==> config.mk <==
export PLATFORM = sky130hd
export DESIGN_NAME = prll_bs_drvr_fifo
export DESIGN_NICKNAME = d
export VERILOG_FILES = /design/src/rtl/prll_bs_drvr_fifo.sv
export SDC_FILE = /design/constraint.sdc
export NUM_CORES = 1
export LEC_CHECK = 0
export CAP_MARGIN = 40
export CORE_MARGIN = 5
export CORE_UTILIZATION = 35
export CTS_BUF_LIST = sky130_fd_sc_hd__clkbuf_4 sky130_fd_sc_hd__clkbuf_8 sky130_fd_sc_hd__clkbuf_16
export DETAILED_ROUTE_END_ITERATION = 7
export PLACE_DENSITY_LB_ADDON = 0.05
export SLEW_MARGIN = 30
export SYNTH_ARGS = -nofsm -noshare
export SYNTH_HDL_FRONTEND = slang
export SYNTH_SLANG_ARGS = --single-unit
==> constraint.sdc <==
create_clock -name clk -period 4.6 [get_ports clk]
set_input_delay 0.92 -clock clk [delete_from_list [all_inputs] [get_ports clk]]
set_output_delay 0.92 -clock clk [all_outputs]
set_load 0.01 [all_outputs]
==> src/rtl/prll_bs_drvr_fifo.sv <==
// Per-terminal transmit FIFO for one bus driver port. The device pushes words in,
// and the bus pops them when granted. Reads are first-word-fall-through from a
// registered head word. The terminal ID can be stamped into the source field,
// and overflowed writes are counted with saturation.
module prll_bs_drvr_fifo #(
    parameter int unsigned BITS      = 32,
    parameter int unsigned DEPTH     = 16,
    parameter logic [7:0]  ID        = 8'h00,
    parameter int unsigned STAMP_SRC = 1
) (
    input  logic                     clk,
    input  logic                     reset,
    input  logic                     wr_en,
    input  logic [BITS-1:0]          wr_data,
    output logic                     full,
    input  logic                     pop,
    output logic                     pndng,
    output logic [BITS-1:0]          D_pop,
    output logic [$clog2(DEPTH):0]   count,
    output logic [15:0]              drop_cnt
);

    localparam int unsigned AW = $clog2(DEPTH);
    localparam int unsigned CW = AW + 1;

    logic [BITS-1:0] mem_q [DEPTH];

    logic [AW-1:0]   wr_ptr_q, wr_ptr_d;
    logic [AW-1:0]   rd_ptr_q, rd_ptr_d;
    logic [CW-1:0]   count_q, count_d;
    logic [15:0]     drop_q, drop_d;
    logic            pndng_q, pndng_d;
    logic            full_q, full_d;
    logic [BITS-1:0] head_q, head_d;

    logic [BITS-1:0] wr_word_c;
    logic            pop_acc_c;
    logic            wr_acc_c;

    // Word as it will be stored, with the source field optionally replaced by ID
    always_comb begin
        wr_word_c = wr_data;
        if (STAMP_SRC != 0) begin
            wr_word_c[BITS-9:BITS-16] = ID;
        end
    end

    // Acceptance: a pop frees a slot on the same edge, so full + pop still takes the write
    assign pop_acc_c = pop && (count_q != '0);
    assign wr_acc_c  = wr_en && ((count_q < CW'(DEPTH)) || pop_acc_c);

    // Next-state for pointers, occupancy, flags, drop counter and head word
    always_comb begin
        wr_ptr_d = wr_ptr_q;
        rd_ptr_d = rd_ptr_q;
        count_d  = count_q;
        drop_d   = drop_q;
        pndng_d  = pndng_q;
        full_d   = full_q;
        head_d   = head_q;

        if (wr_acc_c) begin
            wr_ptr_d = wr_ptr_q + AW'(1);
        end
        if (pop_acc_c) begin
            rd_ptr_d = rd_ptr_q + AW'(1);
        end
        count_d = count_q + CW'(wr_acc_c) - CW'(pop_acc_c);

        if (wr_en && !wr_acc_c && (drop_q != 16'hFFFF)) begin
            drop_d = drop_q + 16'd1;
        end

        pndng_d = (count_d != '0);
        full_d  = (count_d == CW'(DEPTH));

        // The new write becomes the head when nothing older remains after this edge
        if (count_d == '0) begin
            head_d = '0;
        end else if (wr_acc_c && (count_q == CW'(pop_acc_c))) begin
            head_d = wr_word_c;
        end else begin
            head_d = mem_q[rd_ptr_d];
        end
    end

    // Control state register
    always_ff @(posedge clk or negedge reset) begin
        if (!reset) begin
            wr_ptr_q <= '0;
            rd_ptr_q <= '0;
            count_q  <= '0;
            drop_q   <= '0;
            pndng_q  <= 1'b0;
            full_q   <= 1'b0;
            head_q   <= '0;
        end else begin
            wr_ptr_q <= wr_ptr_d;
            rd_ptr_q <= rd_ptr_d;
            count_q  <= count_d;
            drop_q   <= drop_d;
            pndng_q  <= pndng_d;
            full_q   <= full_d;
            head_q   <= head_d;
        end
    end

    // Storage array; contents survive reset
    always_ff @(posedge clk) begin
        if (wr_acc_c) begin
            mem_q[wr_ptr_q] <= wr_word_c;
        end
    end

    assign full     = full_q;
    assign pndng    = pndng_q;
    assign D_pop    = head_q;
    assign count    = count_q;
    assign drop_cnt = drop_q;

endmodule

### After elaboration in Yosys (flattened, before gate mapping)

Memories as Yosys holds them, arrays and structs flattened.
Cells that the tools add are included.

* bits in registers: 63
* memory bits (writable): 384
* bits of input ports: 36
* logic and storage cells: 32
* memories: 1

* add/sub/neg operators: 5
* magnitude comparators: 1
* eq/ne operators: 3
* multiplexer cells: 5
* reduce and logical (&&, ||, !) cells: 10

Memory list
* mem_q: words 16, width 24, rd ports 1, clocked after Yosys merged registers in 0, write ports 1, RTL line 26 `logic [BITS-1:0] mem_q [DEPTH];`

Operators with widths (count)
* 32-bit two-way mux: 2
* 16-bit by 1-bit adder with 16-bit output, second input constant: 1
* 16-bit != test, second input constant: 1
* 5-bit nonzero test: 2
* 4-bit by 1-bit adder with 4-bit output, second input constant: 2
* 5-bit by 1-bit adder with 5-bit output: 1
* 5-bit by 1-bit equality test with 1-bit output: 1
* 5-bit equality test, second input constant: 1
* 1-bit logical AND: 5
* 5-bit logical NOT: 1
* 5-bit < comparator, second input constant: 1
* 5-bit by 1-bit subtractor with 5-bit output: 1
* 4-bit two-way mux: 1
* 1-bit two-way mux: 2
* 1-bit logical NOT: 1
* 1-bit logical OR: 1

### Logic depth before layout (Yosys ltp)

Gate-level depths: netlist of run 1.

* depth after elaboration: 8
* gate-level depth with buffers: 20

### Worst setup path before layout of run 1

OpenSTA, ideal clock, no wires.

* kind: register to register
* from: register count_q[3] (netlist: count[3])
* to: register head_q[10] (netlist: D_pop[10])
* setup time: 0.126 ns
* data arrival time: 4.304 ns
* data required time: 4.474 ns
* path slack: 0.170 ns
* cell stages (with the launch flop): 21
* clock period less this slack: 4.430 ns
* cell sequence: dfrtp_1 -> inv_1 -> ha_1 -> or4b_1 -> buf_2 -> nand2_2 -> inv_2 -> clkbuf_1 -> buf_1 -> ha_1 -> inv_1 -> ha_1 -> inv_1 -> fa_1 -> inv_1 -> nor4b_1 -> mux2i_1 -> a21oi_1 -> a21oi_1 -> clkbuf_1 -> a221o_1

* cells in the longest elaborated chain, start to end: 8

Ends and longest elaborated chain
* start: declaration: RTL line 30 `logic [CW-1:0] count_q, count_d;`
* start signal: assignment: RTL line 100 `count_q <= count_d;`
* branches (longest 5 deep; another with 5-bit < comparator)
* 5-bit by 1-bit subtractor with 5-bit output *: RTL line 68 `count_d = count_q + CW'(wr_acc_c) - CW'(pop_acc_c);`
* named net count_d[1]: RTL line 30
* 5-bit logical NOT *: RTL line 78 `if (count_d == '0) begin`
* 32-bit two-way mux *: RTL line 78
* named net head_d[10]: RTL line 34 `logic [BITS-1:0] head_q, head_d;`
* end signal: assignment: RTL line 96 `head_q <= '0;`
* end signal: assignment: RTL line 104 `head_q <= head_d;`
* end: declaration: RTL line 34

Mark *: on every way through the listed nets, which the timed path passes.
A chain may end at the register's enable or synchronous reset.

### Worst setup path after layout of run 1

* from: register count_q[3] (netlist: count[3])
* to: register head_q[14] (netlist: D_pop[14])

The elaborated chain is that of the path after synthesis.

==> results of run 1 <==
[Yosys cell counts (all sizes together), types with 3 or more instances]
library cell  instances
xor2                  5
o22ai                26
nor2b                24
o21ai                49
a21oi                 6
a221oi               23
dfrtp                55
inv                  18
and4                  5
nand2                88
nand4                 8
mux4                 29
clkbuf               85
nand3                 5
nand2b                4
nor3                  5
nor2                 61
a211oi               46
a221o                23
xnor2                18
and3                  7
o221ai               25
or3                   3
edfxtp              384
buf                  55
o221a               139
mux2i               141
ha                   12
nor4                  4
o2111ai              23
mux2                 26
o31ai                23
and2                  4
[power by group through the flow]
stage,combinational (mW),sequential (mW),clock [mW]
after global routing,6.89,5.33,4.36
after CTS,6.49,5.29,4.19
final,6.40,5.28,4.08
after floorplan,4.22,5.18,0
after detailed placement,6.47,5.37,0
after global placement,6.38,5.37,0
[final cells by class]
cell class,count,area share (%)
Sequential cell,439,52.6
Clock inverter,21,0.831
Multi-Input combinational cell,859,30.4
Tap cell,773,3.94
Clock buffer,72,6.06
Timing Repair Buffer,134,5.82
Inverter,19,0.301
[cells by family after synthesis]
family / after synthesis / share of synthesized area [%]
compound gates: 397 / 16.7
xor+xnor: 23 / 0.965
fa+ha+maj: 13 / 0.815
buf+inv: 159 / 3.41
flops: 439 / 61.8
mux: 196 / 11.3
other cells: 1 / 0.0180
simple gates: 222 / 4.96
[stage by stage]
stage	total power, mW	hold slack, ns	area (um2)
after global placement	11.7	0.479	22800
after floorplan	9.40	0.519	20900
after CTS	16.0	0.214	24500
after detailed placement	11.8	0.478	22900
final	15.8	0.239	24600
after global routing	16.6	0.233	24600
[worst max-delay path, delay by kind of cell (launching register included)]
kind | cells | cell delay [ns]
buffers and inverters | 5 | 0.51
AND/OR/NAND/NOR | 4 | 1.15
flip-flops | 1 | 0.40
AO/OA/AOI/OAI | 2 | 0.64
multiplexers | 1 | 0.20
adder cells (fa/ha/maj) | 4 | 1.02
XOR/XNOR | 1 | 0.18
[worst max-delay path by stage]
stage          startpoint        end  slack [ns]  cells after the start
6_report         count[3]  D_pop[14]        0.37                     17
5_1_grt          count[2]  D_pop[14]        0.12                     17
4_1_cts          count[3]  D_pop[14]        0.34                     17
3_5_place_dp        wr_en  D_pop[14]       -0.02                     15
3_3_place_gp        wr_en  D_pop[11]        0.12                     15
2_1_floorplan    count[3]  D_pop[10]        0.17                     20
[state kept, by name, indices dropped and copies added (netlist names)]
name	cells
pndng	1
mem_q	384
drop_cnt	16
rd_ptr_q	4
count	5
D_pop	24
wr_ptr_q	4
full	1
[per-layer routing]
metal | track usage (%) | vias up
met4 | 5.68 | 2
li1 | - | 6062
met1 | 27.1 | 7134
met5 | 0 | -
met2 | 32.5 | 300
met3 | 2.99 | 121
==> impl_metrics.ini, run 1 <==
[run_status]
outcome = finished, final reports clean

[die]
die_h_um = 254
num_io_pins = 91
fp.dieW_um = 254
dieArea_um2 = 64600
start_util_pct = 35.4
core-area_um2 = 59000
row_count = 89

[route]
wl_met2_um = 31000
wl_met3_um = 2620
top_layer_used = met5
wl_per_cell_um = 27.9
wl_met1_um = 29300
vias = 13619
antenna_left = 0
drt_iter0_drc = 922
wl_um = 64700
route.detailed.drc = 0
routed_via_density = 5.88
dr.pass1.iters = 5

[worst_setup_path]
critPathCaptureType = flip-flop
worstPathRequired_ns = 5.06
timing.rr.start = count[3]
crit_fanout = 12
cp-start-kind = flip-flop
rr_endpoint = D_pop[14]
reg2reg_slack_ns = 0.37
max_stage_delay_ns = 0.61
cp.arrival_ns = 4.69
crit_slowest_cell = or4b_1
crit_chain = inv_1 -> ha_1 -> or4b_1 -> nand2_4 -> inv_2 -> ha_1 -> inv_1 -> ha_1 -> inv_1 -> fa_1 -> xnor2_1 -> nor4b_1 -> mux2i_1 -> a21oi_4 -> nor3_2 -> buf_4 -> a221o_1
rr_worst_depth = 17
criticalPathCategory = reg2reg

[clock_tree]
cts_inserted_buffers = 50
clkTransAtPathRegs_ns = 0.06
h-tree-depth = 2
clock_tree.root_cell = clkbuf_16
cts_tree = yes
max-clock-path-buffers = 3
hold_buffers = 0
clk_latency_ns = 0.59
ctsResizeCount = 0
cts.sinks = 439
post_cts_buffers = 0

[cells_and_area]
final_cells = 2317
multi_input_area_um2 = 7470
regArea_um2 = 12900
n_fill_cell = 5397
drive_gt1_share_pct = 21.9
syn_to_final_growth_pct = 17.6
fin_nets = 1552
diodes = 0
layout_common_cells = edfxtp_1 (384), mux2i_1 (141), o221a_2 (100)
final_common_cell = edfxtp_1
final_core_util_pct = 41.6

[global_route]
grt_pass1_vias = 13723
grt-ovfl-total = 0
antenna_found_initial = 2
grt_max_degree = 124
track_usage_pct = 19.6
grt_pass1_wl_um = 93500

[sta]
period_needed_ns = 4.23
setup_viol = 0
timing.final.ws_setup_ns = 0.367
worst_pin_slew_ns = 0.859
fmax_mhz = 236
fin_crit_sh_pct = 92.0
skew_ns = 0.0168
finalHoldViolations = 0
setup_tns_ns = 0
finalMaxSlewViolations = 0
rsz0062_at_grt = false
max-slew-margin-rel_pct = 42.7

[synth]
ys_top_cells_by_area = edfxtp_1 (55%), mux2i_1 (6.8%), dfrtp_1 (6.6%)
synth_cell_types = 58
syn_inst = 1450
synth_ff_type = edfxtp_1
synth-edff-count = 384
yosys_warnings = 0
yosysSeqAreaShare_pct = 61.8
async_flop_share_pct = 12.5
synth-seq-cells = 439
synth_top_area_share_pct = 55.2
postSynthAreaPerCell_um2 = 14.4
synth_area_leader_cell = edfxtp_1
netlist_area_um2 = 20900

[pwr]
power.share.sequential_pct = 33.5
p_switching_mw = 5.65
p_per_area_nw_per_um2 = 642
p_int_mw = 10.1
clkPwrFrac_pct = 25.9
p_leak_nw = 8.22
vdd_drop_max_mv = 0.789
sw_frac_of_total_pct = 35.9
pwr-share-comb_pct = 40.6

[placement]
port_buffers = 74
dp_hpwl_um = 36100
dp_slack_ns = -0.0241
place_inst = 2224
gp_congestion = 0.725

[min_path]
hold_class = in2async

[run]
max_cap_viol_count = 0
Note: power is estimated with default switching activity, not from simulation.
==> run 2, diff against run 1 <==
--- a/config.mk
+++ b/config.mk
@@ -10,6 +10,7 @@
 export CORE_UTILIZATION = 35
 export CTS_BUF_LIST = sky130_fd_sc_hd__clkbuf_4 sky130_fd_sc_hd__clkbuf_8 sky130_fd_sc_hd__clkbuf_16
 export DETAILED_ROUTE_END_ITERATION = 7
+export GPL_ROUTABILITY_DRIVEN = 0
 export PLACE_DENSITY_LB_ADDON = 0.05
 export SLEW_MARGIN = 30
 export SYNTH_ARGS = -nofsm -noshare
==> results of run 2 <==
Final layout, timing and power as in run 1 (identical DEF).
